File: src/rtl/pipe_hazard_ctrl.sv
// Pipeline hazard controller: drives EN/flush of the IF/ID, ID/EX, EX/MEM, MEM/WB pipe registers.
// Optional perf counters (stall_cycles, flush_cycles) are built when HAZARD_PERF_EN is defined.
module pipe_hazard_ctrl #(
    parameter int LOAD_BUBBLES = 1,
    parameter int CNT_W        = 32
) (
    input  logic       CLK,
    input  logic       RST,
    input  logic       ihit,
    input  logic       dhit,
    input  logic       xm_dREN,
    input  logic       xm_dWEN,
    input  logic       xm_halt,
    input  logic       dx_dREN,
    input  logic [4:0] dx_wsel,
    input  logic [4:0] fd_rs,
    input  logic [4:0] fd_rt,
    input  logic       fd_uses_rt,
    input  logic       ex_redirect,
    output logic       pc_en,
    output logic       fd_en,
    output logic       fd_flush,
    output logic       dx_en,
    output logic       dx_flush,
    output logic       xm_en,
    output logic       mw_en,
    output logic       halted
`ifdef HAZARD_PERF_EN
    ,
    output logic [CNT_W-1:0] stall_cycles,
    output logic [CNT_W-1:0] flush_cycles
`endif
);

    typedef enum logic [1:0] {
        ST_RUN     = 2'd0,
        ST_LDSTALL = 2'd1,
        ST_HALTED  = 2'd2
    } state_t;

    localparam logic [1:0] BCNT_INIT = 2'(LOAD_BUBBLES - 1);

    if (LOAD_BUBBLES < 1 || LOAD_BUBBLES > 3 || CNT_W < 1) begin : g_bad_params
        $error("pipe_hazard_ctrl: LOAD_BUBBLES must be 1..3 and CNT_W positive");
    end

    state_t     state_r, next_state_s;
    logic [1:0] bcnt_r, next_bcnt_s;
    logic       dmem_wait_s, imem_wait_s, lu_s;

    // Hazard detection; register 0 can never be a load-use source
    always_comb begin
        dmem_wait_s = (xm_dREN | xm_dWEN) & ~dhit;
        imem_wait_s = ~ihit & ~(xm_dREN | xm_dWEN);
        lu_s        = dx_dREN & (dx_wsel != 5'd0) &
                      ((dx_wsel == fd_rs) | (fd_uses_rt & (dx_wsel == fd_rt)));
    end

    // Next-state and pipe-control outputs, in strict priority order
    always_comb begin
        next_state_s = state_r;
        next_bcnt_s  = bcnt_r;
        pc_en        = 1'b1;
        fd_en        = 1'b1;
        fd_flush     = 1'b0;
        dx_en        = 1'b1;
        dx_flush     = 1'b0;
        xm_en        = 1'b1;
        mw_en        = 1'b1;
        halted       = 1'b0;
        if (RST) begin
            {pc_en, fd_en, dx_en, xm_en, mw_en} = 5'b00000;
        end else begin
            case (state_r)
                ST_HALTED: begin
                    {pc_en, fd_en, dx_en, xm_en, mw_en} = 5'b00000;
                    halted = 1'b1;
                end
                ST_RUN, ST_LDSTALL: begin
                    if (dmem_wait_s || imem_wait_s) begin
                        {pc_en, fd_en, dx_en, xm_en, mw_en} = 5'b00000;
                    end else if (ex_redirect) begin
                        // The squashed ID instruction makes any coincident load-use moot
                        fd_flush     = 1'b1;
                        dx_flush     = 1'b1;
                        next_state_s = ST_RUN;
                        next_bcnt_s  = 2'd0;
                    end else if (state_r == ST_RUN && lu_s) begin
                        pc_en    = 1'b0;
                        fd_en    = 1'b0;
                        dx_flush = 1'b1;
                        if (LOAD_BUBBLES > 1) begin
                            next_state_s = ST_LDSTALL;
                            next_bcnt_s  = BCNT_INIT;
                        end else begin
                            next_state_s = ST_RUN;
                        end
                    end else if (state_r == ST_LDSTALL) begin
                        pc_en    = 1'b0;
                        fd_en    = 1'b0;
                        dx_flush = 1'b1;
                        if (bcnt_r <= 2'd1) begin
                            next_state_s = ST_RUN;
                            next_bcnt_s  = 2'd0;
                        end else begin
                            next_bcnt_s = bcnt_r - 2'd1;
                        end
                    end else begin
                        next_state_s = ST_RUN;
                    end
                    // A halt leaves MEM on the same edge MEM/WB captures it
                    if (xm_halt && xm_en) begin
                        next_state_s = ST_HALTED;
                        next_bcnt_s  = 2'd0;
                    end else begin
                        next_bcnt_s = next_bcnt_s;
                    end
                end
                default: begin
                    {pc_en, fd_en, dx_en, xm_en, mw_en} = 5'b00000;
                    next_state_s = ST_RUN;
                    next_bcnt_s  = 2'd0;
                end
            endcase
        end
    end

    // State and bubble counter registers
    always_ff @(posedge CLK or posedge RST) begin
        if (RST) begin
            state_r <= ST_RUN;
            bcnt_r  <= 2'd0;
        end else begin
            state_r <= next_state_s;
            bcnt_r  <= next_bcnt_s;
        end
    end

`ifdef HAZARD_PERF_EN
    logic [CNT_W-1:0] stall_cnt_r, flush_cnt_r;

    // Saturating perf counters, frozen once halted
    always_ff @(posedge CLK or posedge RST) begin
        if (RST) begin
            stall_cnt_r <= {CNT_W{1'b0}};
            flush_cnt_r <= {CNT_W{1'b0}};
        end else if (state_r != ST_HALTED) begin
            if (!pc_en && (stall_cnt_r != {CNT_W{1'b1}}))
                stall_cnt_r <= stall_cnt_r + {{(CNT_W-1){1'b0}}, 1'b1};
            if (fd_flush && (flush_cnt_r != {CNT_W{1'b1}}))
                flush_cnt_r <= flush_cnt_r + {{(CNT_W-1){1'b0}}, 1'b1};
        end
    end

    assign stall_cycles = stall_cnt_r;
    assign flush_cycles = flush_cnt_r;
`endif

endmodule

File: config.mk
export PLATFORM = sky130hd
export DESIGN_NAME = pipe_hazard_ctrl
export DESIGN_NICKNAME = d
export VERILOG_FILES = /design/src/rtl/pipe_hazard_ctrl.sv
export SDC_FILE = /design/constraint.sdc
export NUM_CORES = 1
export LEC_CHECK = 0
export BUFFER_PORTS_ARGS = -buffer_cell sky130_fd_sc_hd__buf_2
export CORE_AREA = 4 4 41 43
export CTS_CLUSTER_SIZE = 40
export DETAILED_ROUTE_END_ITERATION = 12
export DIE_AREA = 0 0 45 47
export GPL_TIMING_DRIVEN = 0
export PLACE_DENSITY_LB_ADDON = 0.05
export SYNTH_ARGS = -nofsm -noshare
export SYNTH_HDL_FRONTEND = slang
export SYNTH_SLANG_ARGS = --single-unit
File: constraint.sdc
create_clock -name CLK -period 1.7 [get_ports CLK]
set_input_delay 0.34 -clock CLK [delete_from_list [all_inputs] [get_ports CLK]]
set_output_delay 0.34 -clock CLK [all_outputs]
set_load 0.01 [all_outputs]
==> impl_metrics.ini <==
[run_status]
outcome = complete, but fails checks
violations = setup timing

[power_and_ir_drop]
p_switching_w = 0.0000651
netSwitchingFraction_pct = 34.0
clkPwrFrac_pct = 0
seq_power_share_pct = 20.7
p_comb_share_pct = 79.3
p_int_w = 0.000126
ir_drop_uv = 195
p_leak_nw = 0.277
powerDensity_nw_per_um2 = 345

[timing]
slew_violations = 0
worst_slack_ns = -0.250
period_share_pct = 115
setup_viol = 7
max_slew.worst_pin.slew_ns = 0.320
max_freq_mhz = 513
rsz0062_at_grt = true
fin_worst_hold_slack_ns = 0.214
fin_setup_tns_ns = -1.00
slew_headroom_pct = 78.5
timing.final.crit_period_ns = 1.95
skew_ns = 0
hold_violations = 0

[layout]
final_cells = 81
top_register = state_r
area_delta_synth_final_pct = 115
final_util_pct = 42.6
multiInputGateArea_um2 = 218
finalNetCount = 93
fillers = 140
stdcell_area_um2 = 554
mostFrequentLayoutCells = buf_2 (21), buf_6 (13), xor2_1 (9)
antennaDiodeCount = 0
area.sequential_um2 = 25.0
largest_register_ffs = 1
mostFrequentLayoutCell = buf_2
top_regs = state_r (1)
drive_gt1_share_pct = 65.2

[floorplanning]
die_w_um = 45
start_util_pct = 19.8
die-height_um = 47
fp.coreArea_um2 = 1300
io_pins = 33
rows = 13
dieArea_um2 = 2120

[synthesis]
synth_top_area_cell = xor2_1
synthCells = 30
yosysTopAreaCellShare_pct = 30.6
synth.area.top_cells = xor2_1 (31%), dfrtp_1 (9.7%), buf_4 (8.7%)
synth-seq-area-share_pct = 9.71
syn-cell-area_um2 = 258
ys.warnings.count = 0
ys_seq_elements = 1
mappedNetlistNets = 55
synthDistinctLibCells = 19
synth_area_per_cell_um2 = 8.59

[global_routing]
grt_pass1_vias = 339
track_usage_pct = 7.34
grt_max_degree = 5
grt_pass1_wl_mm = 1.26
antenna_found_initial = 0
gr-total-overflow = 0

[clock_tree]
clkTransAtPathRegs_ns = 0
hold_buffers = 0
clock_latency_ns = 0

[worst_setup_path]
slowest_stage = nor4_1
path_max_fanout = 2
worst_path_largest_cell_delay_ns = 0.31
required_ns = 1.36
r2r_slack_ns = 0.51
cpMostUsedCell = buf_6
worstSetupPathType = in2out
cp-start-kind = input port
endpoint_kind = output port
cp.arrival_ns = 1.61
worstPathCellList = buf_6, xor2_1, nor4_1, a32oi_1, o31a_1, buf_4, buf_6

[route]
drc = 0
viasPerCell = 4.21
wire_per_inst_um = 9.70
vias = 341
drtAntennaViolNets = 0
drt_iter0_markers = 1
firstDrtPassIters = 2
drt_wl_total_um = 786

[flow_run]
maxCapViolCount = 0

[placed_design]
port_buffers = 32
dp.cells = 77
gp_congestion = 0.649
post_dp_cell_area_um2 = 448

[min_path]
hp-class = in2async
[cell type report]
cell class | instances | area share, %
timing repair buffer | 36 | 46.7
multi-input combinational | 25 | 39.3
buffer | 3 | 5.42
sequential | 1 | 4.51
tap | 15 | 3.39
inverter | 1 | 0.677
[Yosys cell counts (all sizes together)]
library cell  n
nor4          1
or4           1
inv           1
o211ai        1
xnor2         1
o21ai         2
buf           3
xor2          9
nor2b         1
o31a          1
a21o          1
o21bai        1
or3b          1
nor2          1
nor3          1
a32oi         1
dfrtp         1
and2          1
a211oi        1
[metrics by stage]
step / setup WS, ns / total power, W
2_1_floorplan: -0.124 / 0.000102
3_3_place_gp: -0.371 / 0.000160
3_5_place_dp: -0.376 / 0.000159
4_1_cts: -0.281 / 0.000191
5_1_grt: -0.333 / 0.000208
6_report: -0.250 / 0.000191
[routing by layer]
layer / vias to the layer above / global-route usage [%] / wire (um)
li1: 176 / - / -
met1: 143 / 10.9 / 305
met2: 22 / 12.4 / 353
met3: 0 / 0.383 / 126
met4: 0 / 0 / 0
met5: - / 0 / 0
[power by group through the flow]
stage	sequential [W]	combinational, W	clock, W
2_1_floorplan	0.0000385	0.0000633	0
3_3_place_gp	0.0000402	0.000120	0
3_5_place_dp	0.0000401	0.000119	0
4_1_cts	0.0000401	0.000151	0
5_1_grt	0.0000415	0.000167	0
6_report	0.0000396	0.000152	0
[cells by family after synthesis]
kind of cell    Yosys count  synth area share (%)
xor+xnor                 10                  34.0
compound gates            8                  27.2
simple gates              7                  18.9
buf+inv                   4                  10.2
flops                     1                  9.71
[timing repair]
item,4_1_cts,5_1_grt
endpoints found under the setup margin,7,7
pin swaps,8,4
buffers inserted,3,2
resized for setup,15,2
cloned,0,0
[final timing paths]
| path | start | to | cells past startpoint |
|---|---|---|---|
| max | fd_rt[2] | pc_en | 7 |
| min reg2reg | state_r[1] | state_r[1] | 1 |
| min in group CLK | state_r[1] | state_r[1] | 1 |
| max in group asynchronous | RST | state_r[1] | 2 |
| max reg2reg | state_r[1] | state_r[1] | 5 |
| min | RST | state_r[1] | 2 |
[worst max-delay path, delay by kind of cell]
family / cells / cell delay [ns]
buffers and inverters: 3 / 0.34
XOR/XNOR: 1 / 0.15
AO/OA/AOI/OAI: 2 / 0.48
AND/OR/NAND/NOR: 1 / 0.31
Power figures use the tool's default switching activity.
